[src/rtl/uart_pkg.sv]
// uart_pkg: shared frame constants, timeout default and FSM encoding for the UART frame parser
package uart_pkg;
  localparam logic [7:0] _HDR0 = 8'h55;
  localparam logic [7:0] _HDR1 = 8'hAA;
  localparam logic [7:0] _TAIL = 8'h0D;
  localparam int _DATA_NUM = 11;
  localparam int CLK_HZ = 50_000_000;
  localparam int _TIMEOUT_CYC = CLK_HZ / 1000;
  typedef enum logic [2:0] {IDLE, HDR1, FUNC, DATA, CHK, TAIL} state_t;
endpackage

[src/rtl/uart_byte_timeout.sv]
// uart_byte_timeout: inter-byte watchdog; cleared by each byte, counts while enabled, saturates at LIMIT-1
module uart_byte_timeout #(
  parameter int LIMIT = 50000
) (
  input  logic clk_50M,
  input  logic rst,
  input  logic clr,
  input  logic en,
  output logic tc
);
  localparam int W = $clog2(LIMIT);
  logic [W-1:0] cnt;
  logic at_lim;
  assign at_lim = cnt == W'(LIMIT - 1);
  assign tc = en && !clr && at_lim;
  // a byte always restarts the window; otherwise count up while enabled and hold at the limit
  always_ff @(posedge clk_50M or posedge rst)
    if (rst) cnt <= '0;
    else if (clr) cnt <= '0;
    else if (en && !at_lim) cnt <= cnt + 1'b1;
endmodule

[src/rtl/uart_pack_parser.sv]
// uart_pack_parser: header-synchronised frame assembler feeding the register mapper; define PACK_CHECKSUM_EN to require a checksum byte before the tail
module uart_pack_parser
  import uart_pkg::*;
#(
  parameter int TIMEOUT_CYC = _TIMEOUT_CYC
) (
  input  logic       clk_50M,
  input  logic       rst,
  input  logic [7:0] rx_data,
  input  logic       rx_done,
  output logic [7:0] func_reg,
  output logic [7:0] rev_data1,
  output logic [7:0] rev_data2,
  output logic [7:0] rev_data3,
  output logic [7:0] rev_data4,
  output logic [7:0] rev_data5,
  output logic [7:0] rev_data6,
  output logic [7:0] rev_data7,
  output logic [7:0] rev_data8,
  output logic [7:0] rev_data9,
  output logic [7:0] rev_data10,
  output logic [7:0] rev_data11,
  output logic       pack_done,
  output logic       frame_err,
  output logic       busy
);
  state_t st, nxt;
  logic [7:0] sh_func;
  logic [7:0] shadow [_DATA_NUM];
  logic [7:0] out_data [_DATA_NUM];
  logic [3:0] idx;
  logic last, tc, done_set, err_set;
`ifdef PACK_CHECKSUM_EN
  logic [7:0] sum;
`endif
  assign last = idx == 4'(_DATA_NUM - 1);
  assign busy = st != IDLE;
  uart_byte_timeout #(.LIMIT(TIMEOUT_CYC)) u_to (
    .clk_50M(clk_50M),
    .rst(rst),
    .clr(rx_done),
    .en(busy),
    .tc(tc)
  );
  // state register
  always_ff @(posedge clk_50M or posedge rst)
    if (rst) st <= IDLE;
    else st <= nxt;
  // next state and publish/error decisions; a byte takes priority over a coincident timeout
  always_comb begin
    nxt = st;
    done_set = 1'b0;
    err_set = 1'b0;
    if (rx_done)
      case (st)
        IDLE: nxt = rx_data == _HDR0 ? HDR1 : IDLE;
        HDR1: nxt = rx_data == _HDR1 ? FUNC : rx_data == _HDR0 ? HDR1 : IDLE;
        FUNC: nxt = DATA;
`ifdef PACK_CHECKSUM_EN
        DATA: nxt = last ? CHK : DATA;
        CHK: begin
          nxt = rx_data == sum ? TAIL : IDLE;
          err_set = rx_data != sum;
        end
`else
        DATA: nxt = last ? TAIL : DATA;
`endif
        TAIL: begin
          nxt = IDLE;
          done_set = rx_data == _TAIL;
          err_set = rx_data != _TAIL;
        end
        default: nxt = IDLE;
      endcase
    else if (tc) begin
      nxt = IDLE;
      err_set = 1'b1;
    end
  end
  // shadow capture, registered pulses, and copy of the shadow to the outputs on a good tail
  always_ff @(posedge clk_50M or posedge rst)
    if (rst) begin
      sh_func <= '0;
      idx <= '0;
      shadow <= '{default: '0};
      out_data <= '{default: '0};
      func_reg <= '0;
      pack_done <= 1'b0;
      frame_err <= 1'b0;
    end else begin
      pack_done <= done_set;
      frame_err <= err_set;
      if (rx_done && st == FUNC) begin
        sh_func <= rx_data;
        idx <= '0;
      end
      if (rx_done && st == DATA) begin
        shadow[idx] <= rx_data;
        idx <= idx + 4'd1;
      end
      if (done_set) begin
        func_reg <= sh_func;
        out_data <= shadow;
      end
    end
`ifdef PACK_CHECKSUM_EN
  // running modulo-256 sum over FUNC and the payload
  always_ff @(posedge clk_50M or posedge rst)
    if (rst) sum <= '0;
    else if (rx_done && st == FUNC) sum <= rx_data;
    else if (rx_done && st == DATA) sum <= sum + rx_data;
`endif
  assign rev_data1 = out_data[0];
  assign rev_data2 = out_data[1];
  assign rev_data3 = out_data[2];
  assign rev_data4 = out_data[3];
  assign rev_data5 = out_data[4];
  assign rev_data6 = out_data[5];
  assign rev_data7 = out_data[6];
  assign rev_data8 = out_data[7];
  assign rev_data9 = out_data[8];
  assign rev_data10 = out_data[9];
  assign rev_data11 = out_data[10];
endmodule

[config.mk]
export PLATFORM = sky130hd
export DESIGN_NAME = uart_pack_parser
export DESIGN_NICKNAME = d
export VERILOG_FILES = /design/src/rtl/uart_pkg.sv /design/src/rtl/uart_byte_timeout.sv /design/src/rtl/uart_pack_parser.sv
export SDC_FILE = /design/constraint.sdc
export NUM_CORES = 1
export LEC_CHECK = 0
export CORE_MARGIN = 2
export CORE_UTILIZATION = 40
export DETAILED_ROUTE_END_ITERATION = 10
export DONT_BUFFER_PORTS = 1
export PLACE_DENSITY_LB_ADDON = 0.12
export SYNTH_ARGS = -nofsm -noshare
export SYNTH_HDL_FRONTEND = slang
export SYNTH_HIERARCHICAL = 1
export SYNTH_SLANG_ARGS = --single-unit
[constraint.sdc]
create_clock -name clk_50M -period 7.29 [get_ports clk_50M]
set_input_delay 1.458 -clock clk_50M [delete_from_list [all_inputs] [get_ports clk_50M]]
set_output_delay 1.458 -clock clk_50M [all_outputs]
set_load 0.05 [all_outputs]
After elaboration in Yosys (flattened, before gate mapping). Index checks and enable logic that the tools add are counted. W data, S select, Z words.

Output and inout port bits: 99. Bits in registers: 217. Word-level logic and storage cells: 75. Input bits: 11.

Reduce and logical (&&, ||, !) cells: 13. Equality and inequality tests: 10. $lt $le $gt $ge: 2. Bitwise gates (word level): 1. Mux-type cells: 18. Add/sub/neg operators: 2.

Operator list (number): $bwmux W88 (1); $demux W8 S4 (1); $mux W16 (2); $add A16 B1 Y16 const B (1); $eq A16 B16 Y1 const B (1); $pmux W3 S4 (1); $mux W3 (3); $eq A8 B4 Y1 const B (1); $eq A8 B7 Y1 const B (1); $eq A8 B8 Y1 const B (1); $mux W4 (2); $mux W8 (1); $ne A8 B4 Y1 const B (1); $eq A3 B2 Y1 const B (2); $logic_and A1 B1 Y1 (6); $mux W1 (6); $reduce_bool A2 Y1 (3); $ge A5 B5 Y1 const B (1); $lt A5 B1 Y1 const B (1); $not A4 Y5 (1); $add A4 B1 Y4 const B (1); $eq A4 B4 Y1 const B (1); $eq A3 B1 Y1 const B (1); $eq A3 B3 Y1 const B (1); other kinds (4) (5).

Logic depth before layout (Yosys ltp).
Word-level depth: 6. Gate-level depth with buffers: 8. Depth with buffers taken out: 8.

Cells and area by module. The synthesis kept the hierarchy.

By module, submodules not included: uart_pack_parser (area an instance 7921.3 µm², cells each 478, instances 1, sequential area each 5029.8 µm²); uart_byte_timeout (area an instance 945.9 µm², cells each 100, instances 1, sequential area each 400.4 µm²).

Worst setup path before layout. OpenSTA, ideal clock, no wires.

Kind: in2reg. Start: input port rx_data[1]. End: register out_data (netlist bit rev_data3[0]). Path buffers: 2. Setup time: 125 ps. Arrival time: 2584 ps. Slack: 4581 ps. Stages: 5. Required time: 7165 ps. Cells stage by stage: nor4b_4 nand4_2 buf_4 buf_6 mux2_4.

Longest elaborated chain between the ends: 3.

RTL lines: start, declared (RTL line uart_pack_parser.sv:9) `input logic [7:0] rx_data,`; $eq A8 B4 Y1 (RTL line uart_pack_parser.sv:70) `done_set = rx_data == _TAIL;`; $mux W1 (RTL line uart_pack_parser.sv:55) `case (st)`; $mux W1 (RTL line uart_pack_parser.sv:54) `if (rx_done)`; end signal, assigned (RTL line uart_pack_parser.sv:103) `out_data <= shadow;`; end, declared (RTL line uart_pack_parser.sv:30) `logic [7:0] out_data [_DATA_NUM];`.

No other way between the ends. A chain may end at the register's enable or synchronous reset.

Worst setup path in the final report.
Start: input port rx_data[1]. End: register out_data (netlist bit rev_data1[6]).

Same word-level chain as after synthesis.

==> flow_summary.json <==
{
  "tns_ps": 0,
  "grt_max_degree": 122,
  "slew_headroom": 0.325,
  "clock-sinks": 217,
  "cts_hold_buf": 0,
  "drive_gt1_frac": 0.415,
  "setup_violations": 0,
  "rows": 54,
  "mostFrequentLayoutCells": "dfrtp_1, mux2_2, mux2_4, clkbuf_16, nand3_1",
  "total_power_mw": 2.52,
  "grt_pass1_vias": 4898,
  "cts-resized-gates": 0,
  "r2r_slack_ps": 4400,
  "die-area_sq_um": 23400,
  "hp-class": "register to register",
  "hold_end": "rev_data10[5]",
  "cts.htree.levels": 1,
  "drtAntennaViolNets": 0,
  "finalWeightedCongestion": 0.788,
  "required_ps": 7680,
  "syn_inst": 578,
  "drtIter0Drc": 239,
  "avgSynthCellArea_sq_um": 15.3,
  "top_regs": "shadow: 88 flops, u_to/cnt: 16 flops",
  "area_growth_pct": 12.4,
  "yosys-mux-area-fraction": 0.259,
  "clk_latency_ps": 510,
  "portBuffers": 0,
  "reg2reg_depth": 4,
  "clock_skew_ps": 7.93,
  "die_h_um": 153,
  "diodes": 0,
  "instances_no_fill": 878,
  "ios": 110,
  "peakVddDrop_mv": 0.154,
  "dpl-instance-area_sq_um": 9110,
  "start_util": 0.406,
  "status": "finished, final reports clean",
  "clock-root-buffer": "clkbuf_16",
  "largest_reg_flops": 88,
  "grt_first_pass_wirelength_um": 29300,
  "synthXorXnorAreaFrac": 0.00988,
  "vias_per_cell": 5.27,
  "clk_pin_slew_worst_paths_ps": 60,
  "critPathMaxFanout": 58,
  "coreArea_sq_um": 21800,
  "syn-num-nets": 594,
  "maxCapViolCount": 0,
  "grt_setup_unrepaired": "false",
  "synth_top_family_by_area": "multiplexers",
  "drt-total-wl_um": 18200,
  "synthAdderAreaFrac": 0.00706,
  "r2r-start": "st[0]",
  "r2r_end": "rev_data1[6]",
  "fillers": 1908,
  "async_flop_share": 1.00,
  "ys_seq_area_frac": 0.612,
  "worstSetupStartpointType": "primary input",
  "syn-cell-area_sq_um": 8870,
  "min_from": "shadow[13]",
  "synth_ff_type": "dfrtp_1",
  "cp.arrival_ps": 3710,
  "yosys_warnings": 6,
  "post_drt_wl_per_cell_um": 20.7,
  "synth-seq-cells": 217,
  "fin_crit_sh": 0.456,
  "die_w_um": 153,
  "whs_ps": 498,
  "cts_setup_buffers": 0,
  "antenna_found_initial": 0,
  "vias": 4624,
  "p_leak_nw": 5.07,
  "dp_hpwl_um": 11300,
  "drc_errors": 0,
  "design_area_sq_um": 9970,
  "report.final.slew_viol_count": 0,
  "worst_slew_pin_slew_ps": 1010,
  "synth.distinct_cells": 50,
  "nNetsFinal": 596,
  "hold_viol_final": 0,
  "synth-simple-area-share": 0.0816,
  "fin_crit_ps": 3320,
  "final_common_cell": "dfrtp_1",
  "critPathKind": "primary input to register",
  "grtUsageTotal": 0.157,
  "fmax_ghz": 0.301,
  "place_inst": 834,
  "top_register": "shadow",
  "clockBufferDepth": 3,
  "hold_path_depth": 1,
  "synth_compound_area_frac": 0.0110,
  "synth-edff-count": 0,
  "cts_buffers": 24,
  "grt_overflow": 0,
  "powerDensity_nw_per_um2": 252,
  "cts_tree": "yes",
  "critPathCaptureType": "register",
  "dr.pass1.iters": 4
}
[critical path, cell delays in order]
cell and delay, ps:
nor4b_4 360, nand4_4 740, buf_4 660, mux2_2 390
[metrics by stage]
step,utilization,setup slack [ps]
CTS,0.457,3950
floorplan,-,350
global route,0.457,3810
finish,0.457,3970
global placement,0.417,3480
detailed placement,0.417,3420
[synthesized netlist by cell type, drive strengths merged (2+ instances only)]
master / number / area (sq um)
xnor2: 6 / 52.6
inv: 9 / 33.8
nand4b: 3 / 26.3
nand4: 7 / 65.1
nand3: 20 / 100
nor3: 5 / 47.5
and4b: 4 / 41.3
a21oi: 4 / 20.0
buf: 17 / 105
nor4bb: 3 / 30.0
nor3b: 2 / 20.0
nor4: 7 / 88.8
clkbuf: 9 / 33.8
nand2: 9 / 33.8
mux2: 194 / 2290
or3: 5 / 31.3
ha: 5 / 62.6
nor2: 17 / 66.3
and3: 3 / 18.8
o21ai: 7 / 35.0
xor2: 4 / 35.0
dfrtp: 217 / 5430
nand2b: 4 / 25.0
nor4b: 2 / 38.8
nor2b: 4 / 25.0
[area by class of cell]
type,instances,area (sq um),share of cell area
flip-flops and latches,217,5430,0.545
clock inverters,11,164,0.0164
multi-input cells,326,3270,0.328
repair buffers,2,15.0,0.00151
inverters,9,41.3,0.00414
clock buffers,33,696,0.0698
well taps,280,350,0.0351
[where the power goes]
part	internal (mW)	leakage (nW)	switching, mW
logic	0.00338	1.62	0.0239
clock network	0.809	0.418	0.475
registers	1.21	3.03	0.000296
[cells by family (layout without fill, tap and decap cells)]
logic type,Yosys count,in the layout
muxes,194,194
buffers and inverters,35,55
AOI/OAI and AO/OA,16,16
adders and majority gates,5,5
xor gates and xnor gates,10,10
and+or+nand+nor,101,101
DFF,217,217
[routing by layer]
metal / global-route usage / vias up / routed length [um]
met4: 0.0326 / 0 / 289
met1: 0.204 / 2435 / 7740
li1: - / 2069 / -
met5: 0 / - / 0
met3: 0.0573 / 22 / 1340
met2: 0.256 / 98 / 8780
[worst max-delay path by stage]
stage | startpoint | endpoint | cells past startpoint
after floorplan | rst | frame_err | 1
after global placement | rx_data[1] | rev_data4[5] | 4
after detailed placement | rx_data[1] | rev_data4[4] | 4
after CTS | rx_data[1] | rev_data4[4] | 4
after global routing | rx_data[1] | rev_data1[6] | 4
final | rx_data[1] | rev_data1[6] | 4
Note: power is estimated with default switching activity, not from simulation.
